## src/rtl/mem_port_arbiter.sv

```systemverilog
// mem_port_arbiter: shares one memory port between fetch and data, data-first with a fetch-starvation bound.
module mem_port_arbiter #(
  parameter int ADDR_W    = 32,
  parameter int DATA_W    = 32,
  parameter int DWELL_MAX = 4
) (
  input  logic              clk,
  input  logic              reset_n,
  input  logic              if_req_valid,
  input  logic [ADDR_W-1:0] if_addr,
  output logic              if_resp_valid,
  output logic [DATA_W-1:0] if_resp_data,
  output logic              if_stall,
  input  logic              d_req_valid,
  input  logic              d_req_we,
  input  logic [3:0]        d_req_wmask,
  input  logic [ADDR_W-1:0] d_addr,
  input  logic [DATA_W-1:0] d_wdata,
  output logic              d_resp_valid,
  output logic [DATA_W-1:0] d_resp_data,
  output logic              d_stall,
  output logic              mem_req_valid,
  input  logic              mem_req_ready,
  output logic              mem_req_we,
  output logic [3:0]        mem_req_wmask,
  output logic [ADDR_W-1:0] mem_req_addr,
  output logic [DATA_W-1:0] mem_req_data,
  input  logic              mem_resp_valid,
  input  logic [DATA_W-1:0] mem_resp_data
);
  localparam int DW = $clog2(DWELL_MAX + 1);
  localparam logic [1:0] IDLE = 2'd0, REQ = 2'd1, WAIT = 2'd2, RESP = 2'd3;
  logic [1:0]        state_q, state_d;
  logic              owner_q, owner_d;
  logic [ADDR_W-1:0] addr_q, addr_d;
  logic              we_q, we_d;
  logic [3:0]        wmask_q, wmask_d;
  logic [DATA_W-1:0] wdata_q, wdata_d, if_rdata_q, if_rdata_d, d_rdata_q, d_rdata_d;
  logic [DW-1:0]     dwell_q, dwell_d;
  logic              grant_data, grant_fetch;
  // owner_q is 1 when the data side holds the port
  always_comb begin
    grant_data  = d_req_valid && !(if_req_valid && dwell_q == DW'(DWELL_MAX));
    grant_fetch = !grant_data && if_req_valid;
    state_d     = state_q;
    owner_d     = owner_q;
    addr_d      = addr_q;
    we_d        = we_q;
    wmask_d     = wmask_q;
    wdata_d     = wdata_q;
    dwell_d     = dwell_q;
    if_rdata_d  = if_rdata_q;
    d_rdata_d   = d_rdata_q;
    case (state_q)
      IDLE: if (grant_data || grant_fetch) begin
        state_d = REQ;
        owner_d = grant_data;
        addr_d  = grant_data ? d_addr : if_addr;
        we_d    = grant_data && d_req_we;
        wmask_d = grant_data ? d_req_wmask : '0;
        wdata_d = grant_data ? d_wdata : '0;
        dwell_d = !(grant_data && if_req_valid) ? '0 :
                  (dwell_q == DW'(DWELL_MAX)) ? dwell_q : dwell_q + 1'b1;
      end
      REQ: if (mem_req_ready) begin
        state_d = we_q ? RESP : WAIT;
        if (we_q) d_rdata_d = '0;
      end
      WAIT: if (mem_resp_valid) begin
        state_d = RESP;
        if (owner_q) d_rdata_d = mem_resp_data;
        else if_rdata_d = mem_resp_data;
      end
      default: state_d = IDLE;
    endcase
  end
  always_ff @(posedge clk or negedge reset_n) begin
    if (!reset_n) begin
      state_q    <= IDLE;
      owner_q    <= 1'b0;
      addr_q     <= '0;
      we_q       <= 1'b0;
      wmask_q    <= '0;
      wdata_q    <= '0;
      dwell_q    <= '0;
      if_rdata_q <= '0;
      d_rdata_q  <= '0;
    end else begin
      state_q    <= state_d;
      owner_q    <= owner_d;
      addr_q     <= addr_d;
      we_q       <= we_d;
      wmask_q    <= wmask_d;
      wdata_q    <= wdata_d;
      dwell_q    <= dwell_d;
      if_rdata_q <= if_rdata_d;
      d_rdata_q  <= d_rdata_d;
    end
  end
  assign mem_req_valid = state_q == REQ;
  assign mem_req_we    = we_q;
  assign mem_req_wmask = wmask_q;
  assign mem_req_addr  = addr_q;
  assign mem_req_data  = wdata_q;
  assign if_resp_valid = state_q == RESP && !owner_q;
  assign d_resp_valid  = state_q == RESP && owner_q;
  assign if_resp_data  = if_rdata_q;
  assign d_resp_data   = d_rdata_q;
  assign if_stall      = if_req_valid && !if_resp_valid;
  assign d_stall       = d_req_valid && !d_resp_valid;
endmodule

```

## config.mk

```make
export PLATFORM = sky130hd
export DESIGN_NAME = mem_port_arbiter
export DESIGN_NICKNAME = d
export VERILOG_FILES = /design/src/rtl/mem_port_arbiter.sv
export SDC_FILE = /design/constraint.sdc
export NUM_CORES = 1
export LEC_CHECK = 0
export CAP_MARGIN = 5
export CORE_UTILIZATION = 49
export DETAILED_ROUTE_END_ITERATION = 6
export DONT_BUFFER_PORTS = 1
export MAX_ROUTING_LAYER = met4
export PLACE_DENSITY = 0.67
export SLEW_MARGIN = 20
export SYNTH_ARGS = -nofsm -noshare
export SYNTH_HDL_FRONTEND = slang
export SYNTH_SLANG_ARGS = --single-unit
```

## constraint.sdc

```tcl
create_clock -name clk -period 1.63 [get_ports clk]
set_input_delay 0.326 -clock clk [delete_from_list [all_inputs] [get_ports clk]]
set_output_delay 0.326 -clock clk [all_outputs]
set_load 0.005 [all_outputs]
```

* After elaboration in Yosys (flattened, before gate mapping)
Index checks and enable logic that the tools add are counted.
Operators by class: add/sub/neg operators 1, eq/ne operators 10, mux-type cells 15, bitwise logic cells 1, reductions and logical operators 22
Operators with widths (count):
- $mux W32 | 6
- $pmux W32 S2 | 1
- $logic_and A1 B1 Y1 | 9
- $reduce_and A3 Y1 | 3
- $ne A2 B2 Y1 const B | 4
- $mux W2 | 3
- $mux W3 | 2
- $pmux W2 S3 | 1
- $logic_not A1 Y1 | 5
- $reduce_and A5 Y1 | 1
- $eq A2 B2 Y1 const B | 2
- $mux W4 | 1
- $ne A2 B1 Y1 const B | 2
- $add A3 B1 Y3 const B | 1
- $eq A3 B3 Y1 const B | 1
- $eq A2 B1 Y1 const B | 1
- $logic_not A2 Y1 | 1
- $reduce_and A2 Y1 | 1
- $reduce_bool A2 Y1 | 1
- $logic_or A1 B1 Y1 | 1
- $mux W1 | 1
- $not A1 Y1 | 1
Word-level totals: flip-flop bits (word level) 139, logic and storage cells 58

* Logic depth before layout (Yosys ltp)
depth after elaboration 9, depth in mapped cells 7, mapped depth without buffers 5

* Worst setup path before layout
Ideal clock, no wire load.
kind register -> register, start register state_q[0], end register d_rdata_q[10], in the netlist d_resp_data[10], arrival 1.571 ns, data required time 1.551 ns, path slack -0.021 ns, stages on the path, launching flop included 8, buffers on the path 2, path through dfrtp_1 inv_1 ha_1 buf_6 a21boi_1 a211oi_4 buf_6 mux2i_1
Between the ends: cells in the longest elaborated chain, start to end 3, elaborated cells on any way between the ends 9, those cells by class eq/ne: 6; mux: 1; reduce/logical: 2
Ends and longest elaborated chain:
- start: declaration | line 33 | logic [1:0] state_q, state_d;
- start signal: assignment | line 89 | state_q <= state_d;
- $eq A2 B2 Y1 / $eq A2 B1 Y1 (equally long branches) | line 54 | case (state_q)
- $ne A2 B2 Y1 (no line), or another cell as far along
- $reduce_and A5 Y1 (no line)
- end signal: assignment | line 97 | d_rdata_q <= d_rdata_d;
- end: declaration | line 38 | logic [DATA_W-1:0] wdata_q, wdata_d, if_rdata_q, if_rdata_d, d_rdata_q, d_rdata_d;
Parallel ways exist; a longest one is shown, timed or not. A chain may end at the register's enable or synchronous reset.

* Worst setup path after layout
start register state_q[0], end register state_q[1]
Between the ends: cells in the longest elaborated chain, start to end 3, elaborated cells on any way between the ends 8, those cells by class eq/ne: 5; mux: 1; reduce/logical: 2
Ends and longest elaborated chain (line):
- $eq A2 B2 Y1, or another cell as far along | 54
- $ne A2 B2 Y1 (no line) / $ne A2 B1 Y1 (equally long branches)
- $reduce_and A3 Y1 (no line)
Parallel ways exist; a longest one is shown, timed or not.

==> impl_results.md <==
* Synth Area in XOR/XNOR at 0%
* Yosys warns at 0
* DRC viols at 17
* PD cells at 2195 nW/um^2
* Core Box Area at 11610 sq um
* Detailed placement HPWL at 9.525 mm
* Routed vias/inst at 5.923
* I/O Pins at 277
* Fillers at 927
* Final Net Count at 667
* Worst-path clk slew at 0.06 ns
* Multiplexer share of the synthesized area at 11.84%
* First-pass GRT wire length at 21.79 mm
* Post-layout min period at 1.710 ns
* CP max-delay cell: dfrtp_2
* Initial antenna violation count at 0
* Main combinational cell family by area after synthesis: multiplexers
* Worst-Skew Late Latency at 0.41 ns
* Synth Area in Simple Gates at 11.04%
* GPL Wtd Cong at 0.7554
* Seq/Total Area, Yosys at 58.55%
* Failing checks: design-rule violations, negative hold slack, negative setup slack
* Setup CP Type: reg2reg
* Final Max Slew Viols at 0
* Worst setup SP type: flip-flop
* Crit Path Max Fanout at 5
* DR iter-0 viols at 328
* Syn Inst Count at 513
* Required time of the worst setup path at 1.92 ns
* Pin count of the biggest net entering global routing at 140
* Max Clock Freq at 0.5849 GHz
* N_diodes at 0
* Setup violations, final at 22
* All-layer global routing usage at 23.39%
* Measured slew at the worst slew-check pin at 0.3345 ns
* Share of post-route cells with drive strength above 1 at 23.18%
* Worst path cell trace: buf_6 -> ha_4 -> a222oi_1 -> buf_4 -> mux2_2
* Synthesis-to-layout area growth at 20.01%
* Root Driver: clkbuf_16
* Core Rows at 39
* Initial core utilization at 51.15%
* Die X at 112.1 um
* Mapped Nets at 658
* Antenna Nets Post-Route at 0
* Async SR Flop Fraction at 100.0%
* Final setup TNS at -0.6349 ns
* Port bufs at 0
* Area of the mapped netlist at 5941 sq um
* Mean Syn Cell Area at 11.58 sq um
* Dpl cells at 633
* Leakage at 3.157 nW
* Vias post-DR at 4016
* RSZ-0062 raised after global routing: true
* Placed cell area at 6147 sq um
* CP arrival at 2.00 ns
* Adder-cell share of the synthesized area at 1.264%
* Avg WL per Cell at 21.21 um
* Number of synthesized flops with an enable pin at 0
* Fin Hold WS at -0.3925 ns
* Critical Path Max Stage Delay at 0.46 ns
* Gr ovfl total at 0
* CTS tree: done
* Max-slew headroom at 77.70%
* Netlist cell types at 30
* Clock Path Buffers at 2
* M3 GR Usage at 7.505%
* GR Util met1 at 27.75%
* Multi-input gate area at 2233 sq um
* Area contributors post-synth: dfrtp_1, mux2_2, nand2_1, a22o_1, mux2i_1
* VDD IR max at 0.0008368 V
* Num CTS Buffers at 17
* Yosys top cell by area: dfrtp_1
* H-tree Lvls at 4
* Fin crit share at 104.9%
* MaxCap Viol Count at 0
* Worst Setup Slack, final at -0.07959 ns
* Synth Area in Compound Gates at 11.23%
* Final WL at 14.38 mm
* Post-layout util at 61.39%
* Worst slack at placement at -0.08574 ns
* Met2 Use GR at 37.60%
* Final Cell Area at 7129 sq um
* Hold Fails Final Rpt at 139
* CTS Sinks at 139
* Vias in the first global route at 4067
* Flip-flop and latch count after synthesis at 139
* FF/Latch Area at 3481 sq um
* Status: complete, but fails checks
* Synth top area share at 58.55%
* Main synth FF type: dfrtp_1
* Type of the most critical hold path: in2async
* DIE HEIGHT at 112.1 um
* Gr busiest metal: met2
* CP endpoint kind: flip-flop
* Clock Skews at 0.008495 ns
* Die ar. at 12570 sq um
* Router iterations before antenna repair at 6
* Non-Filler Instances at 678
==> where the power goes <==
part / switching, mW / leakage (nW) / internal [mW]
Combinational: 2.47 / 1.10 / 2.92
Clock: 1.52 / 0.307 / 2.53
Sequential: 1.27 / 1.75 / 4.94
Total: 5.26 / 3.16 / 10.4
==> area by class of cell <==
class,instances,share of cell area [%]
Clock inverter,13,2.510
Multi-Input combinational cell,295,31.33
Sequential cell,139,48.82
Inverter,38,2.071
Tap cell,143,2.510
Timing Repair Buffer,31,6.406
Clock buffer,19,6.353
==> final timing paths <==
| path | start | endpoint | slack, ns | cells after the start |
|---|---|---|---|---|
| setup / recovery | state_q[0] | state_q[1] | -0.08 | 5 |
| hold / removal | reset_n | d_resp_data[4] | -0.39 | 0 |
| setup reg to reg | state_q[0] | state_q[1] | -0.08 | 5 |
| hold reg to reg | dwell_q[1] | dwell_q[1] | 0.52 | 1 |
| max in group asynchronous | reset_n | mem_req_addr[6] | 1.84 | 0 |
| min in group clk | d_wdata[26] | mem_req_data[26] | 0.04 | 1 |
==> per-layer routing <==
layer	wire length (um)	part of all wire, %	vias up
met3	1174	8.2	19
met4	216	1.5	0
met2	7374	51	204
li1	-	-	1803
met5	0	0	-
met1	5615	39	1990
==> synth_stat cells, types with 2 or more instances <==
library cell	number
a32o_1	2
buf_2	13
nand2_1	97
nand3b_1	2
buf_6	5
mux2i_1	32
ha_1	6
dfrtp_1	139
a22o_1	37
nor2b_1	3
inv_1	38
nand4_1	32
mux2_2	34
nor2_1	4
o211ai_1	32
buf_4	3
and2_1	2
clkbuf_1	20
==> critical path: cells and delay by family, from the launching register on <==
kind | cells | cell delay [ns]
flops | 1 | 0.46
buf+inv | 2 | 0.33
mux | 1 | 0.33
compound gates | 1 | 0.30
fa+ha+maj | 1 | 0.18
==> cells by family (layout without fill, tap and decap cells) <==
logic type | Yosys count | in the layout
AO/OA/AOI/OAI | 80 | 80
adder cells (fa/ha/maj) | 6 | 6
buffers and inverters | 79 | 101
flip-flops | 139 | 139
multiplexers | 66 | 66
AND/OR/NAND/NOR | 143 | 143
==> sequential cells by signal, indices dropped and copies added, names as in the netlist <==
register,count
d_resp_data,32
if_resp_data,32
mem_req_addr,32
mem_req_data,32
mem_req_wmask,4
dwell_q,3
state_q,2
mem_req_we,1
owner_q,1
==> repair_timing <==
item                                    4_1_cts  5_1_grt
hold endpoints to repair                    139      139
pin swaps                                     3       13
resized for setup                            17       23
buffers inserted                              3        6
cloned                                        2        3
endpoints found under the setup margin       87      106
==> cells in the final DEF (no fill, tap or decap), types with 2 or more instances in the layout <==
cell type and n:
clkbuf_8 2, mux2i_1 31, bufinv_16 3, o211ai_1 32, buf_4 13, buf_12 9, inv_4 2, nand4_1 32
nor2b_2 2, dfrtp_1 137, nand2_2 3, a22o_1 37, nand2_1 92, ha_4 4, inv_1 36, ha_1 2
buf_6 3, nand2_4 2, mux2_2 33, a32o_1 2, inv_6 5, clkinv_4 3, nand3b_1 2, dfrtp_2 2
clkbuf_16 20, buf_16 2, nor2_1 2
==> stage by stage <==
stage	hold WS, ns	power (mW)
4_1_cts	-0.4135	15.15
2_1_floorplan	0.03041	9.334
3_3_place_gp	0.03277	10.35
6_report	-0.3925	15.65
5_1_grt	-0.4137	16.54
3_5_place_dp	0.03285	10.59
Note: power is estimated with default switching activity, not from simulation.
==> patch 1, RTL diff (same settings) <==
Set the parameter `ADDR_W` to 16 (it was 32).
--- a/src/rtl/mem_port_arbiter.sv
+++ b/src/rtl/mem_port_arbiter.sv
@@ -1,5 +1,5 @@
 // mem_port_arbiter: shares one memory port between fetch and data, data-first with a fetch-starvation bound.
 module mem_port_arbiter #(
-  parameter int ADDR_W    = 32,
+  parameter int ADDR_W    = 16,
   parameter int DATA_W    = 32,
   parameter int DWELL_MAX = 4
Ports: changed (resized d_addr, if_addr and mem_req_addr); port bits go from 277 to 229. No check against the original RTL was run, so the function may have changed too.
==> patch 1 against the unedited design <==
  * The flow finishes with violations (negative hold slack, negative setup slack)
  * Power decreased by 11%
  * Wire length decreased by 6.0%
  * Sequential cell count decreased by 16
  * Clock power decreased by 14%
  * Synthesized cell count decreased by 18%
  * Worst setup slack got worse by 46 ps
  * Synthesized area decreased by 13%
  * First-iteration DRC count decreased by 19%
  * Design area increased by 1.0%
  * Largest power group unchanged
  * Highest routed layer unchanged
==> patch 1: results (changes against the unedited design) <==
metric	value	unit	change
Internal	9.363	mW	was 10.39 mW
RePlAce Congestion	0.7687		was 0.7554
total track usage	24.83	%	was 23.39%
Compound-Gate Fraction of Synth Area	10.53	%	was 11.23%
Max transition margin	58.20	%	was 77.70%
synth unique cells	29		was 30
Logic power comb	4.99	mW	was 5.39 mW
largest cells by area after synthesis	dfrtp_1 60%, mux2_2 7.4%, a22o_1 6.3%		was dfrtp_1 59%, mux2_2 6.4%, nand2_1 6.1%
final setup fails	43		was 22
Post-synth top cells	123 x dfrtp_1, 65 x nand2_1, 38 x inv_1		was 139 x dfrtp_1, 97 x nand2_1, 38 x inv_1
FF-to-FF End	if_resp_data[29]$_DFFE_PN0P_		was state_q[1]$_DFFE_PN0P_
DR iter-0 viols	266		was 328
pin count of the biggest net entering global routing	124		was 140
met2 wire len	6453	um	was 7374 um
Final WS setup	-125.3	ps	was -79.59 ps
syn_nets	536		was 658
routing usage on met1	29.75	%	was 27.75%
flop2flop setup slack	-40	ps	was -80 ps
Fin Clk Skew	5.560	ps	was 8.495 ps
CP startpoint	state_q[1]$_DFFE_PN0P_		was state_q[0]$_DFFE_PN0P_
Post-DP Area	0.005345	sq mm	was 0.006147 sq mm
setup TNS	-1254	ps	was -634.9 ps
CP max FO	4		was 5
share of cells above drive strength 1	21.52	%	was 23.18%
Gate power share	35.9	%	was 34.5%
worst hold slack	-483.4	ps	was -392.5 ps
Hold Vio Cnt, Final	123		was 139
Critical Path AT	1430	ps	was 2000 ps
failing checks	negative hold slack, negative setup slack		was design-rule violations, negative hold slack, negative setup slack
outcome	finished, violations left		unchanged
-- patch 1: cell types whose count changed after synthesis --
cell,before,now
nand4_1,32,16
o21ai_2,1,0
nand2_1,97,65
o211ai_1,32,16
clkbuf_1,20,10
dfrtp_1,139,123
o21ai_0,1,2
-- patch 1: final cells by class --
class / count / area [sq um] / area share [%]
antenna: 1 / 2.502 / 0.03474
clock buffer: 24 / 460.4 / 6.392
clock inverter: 8 / 92.59 / 1.285
inverter: 38 / 142.6 / 1.980
multi-input combinational: 231 / 1869 / 25.95
sequential: 123 / 3080 / 42.77
tap: 136 / 170.2 / 2.362
timing repair buffer: 129 / 1385 / 19.23
-- patch 1: worst max-delay path by stage --
stage,endpoint,slack [ps],depth (start not counted)
after global routing,if_stall,-170,3
after detailed placement,d_resp_data[29]$_DFFE_PN0P_,-100,6
after CTS,if_stall,-130,3
after global placement,d_resp_data[17]$_DFFE_PN0P_,30,6
after floorplan,state_q[0]$_DFFE_PN0P_,3,5
final,if_stall,-130,3
==> patch 2, RTL diff (config.mk and constraints unchanged) <==
Made on the original files. `d_rdata_q` no longer has a reset.
--- a/src/rtl/mem_port_arbiter.sv
+++ b/src/rtl/mem_port_arbiter.sv
@@ -85,5 +85,4 @@
       dwell_q    <= '0;
       if_rdata_q <= '0;
-      d_rdata_q  <= '0;
     end else begin
       state_q    <= state_d;
@@ -95,6 +94,9 @@
       dwell_q    <= dwell_d;
       if_rdata_q <= if_rdata_d;
-      d_rdata_q  <= d_rdata_d;
     end
+  end
+
+  always_ff @(posedge clk) begin
+    d_rdata_q <= d_rdata_d;
   end
   assign mem_req_valid = state_q == REQ;
Formal check against the unedited RTL: differs if reset_n is asserted again (counterexample within 4 cycles, from zero or initial values and one cycle with reset_n low); with reset_n held inactive, the same outputs for 4 cycles.
==> patch 2 against the unedited design <==
  * Combinational power fell by 4.5%
  * Maximum frequency fell by 1.3%
  * Clock power is 2% lower
  * Synthesized area is 3.5% lower
  * Power grew 0.99%
  * Design area is 1.1% higher
  * First-iteration DRC count down 4.0%
  * Sequential cell count unchanged
  * Largest power group unchanged
  * The flow finishes with violations (negative hold slack, negative setup slack)
  * Count of clock-buffer cells in the layout grew 3
  * Global-route usage down 1.5 points
  * Largest cell class unchanged
  * Utilization is 1.7 points higher
  * Wire length is 0.29% lower
  * Worst setup slack worse by 23 ps
==> patch 2: results (changes against the unedited design) <==
metric	value	unit	change
outcome	finished, violations left		unchanged
failing checks	negative hold slack, negative setup slack		was design-rule violations, negative hold slack, negative setup slack
RePlAce Congestion	0.7458		was 0.7554
Internal	10.73	mW	was 10.39 mW
Critical Path Sink	if_resp_data[8]$_DFFE_PN0P_		was state_q[1]$_DFFE_PN0P_
first-pass GRT wire length	19180	um	was 21790 um
GR Util met3	6.996	%	was 7.505%
routing usage on met1	24.89	%	was 27.75%
Hold Vio Cnt, Final	107		was 139
synth unique cells	34		was 30
CP max FO	6		was 5
final setup fails	69		was 22
share of cells above drive strength 1	29.71	%	was 23.18%
Final WS setup	-102.4	ps	was -79.59 ps
P_leak	3.165	nW	was 3.157 nW
met2 wire len	7582	um	was 7374 um
Logic power comb	5.15	mW	was 5.39 mW
ys async rst share	76.98	%	was 100.0%
final instance area	0.007207	sq mm	was 0.007129 sq mm
Avg Inst Size Synth	12.86	sq um	was 11.58 sq um
DRT Pass-1 Iters	4		was 6
worst hold slack	-378.5	ps	was -392.5 ps
Max transition margin	77.15	%	was 77.70%
placed cells	572		was 633
syn_nets	591		was 658
[patch 2: final cells by class]
class	count	share of cell area [%]
Tap cell	143	2.483
Clock inverter	10	1.753
Timing Repair Buffer	38	7.309
Sequential cell	139	50.50
Clock buffer	22	6.892
Multi-Input combinational cell	263	30.64
Inverter	6	0.4167
[patch 2: cell families after synthesis]
kind of cell / after synthesis / synth area share [%]
simple gates: 143 / 12.92
flops: 139 / 63.45
compound gates: 79 / 11.46
buf+inv: 44 / 3.884
mux: 35 / 6.982
fa+ha+maj: 6 / 1.309
[patch 2: critical path, cell delays in order, from the launching register on]
cell	delay, ps
dfrtp_1	400
buf_6	140
inv_6	60
ha_4	160
and2b_2	250
nand2_8	110
clkbuf_16	180
mux2_4	300
[patch 2: repair_timing]
action | 4_1_cts | 5_1_grt
endpoints found under the setup margin | 88 | 142
resized for setup | 26 | 81
endpoints found under the hold margin | 107 | 107
setup buffers | 4 | 6
pin swaps | 1 | 26
cloned | 3 | 7
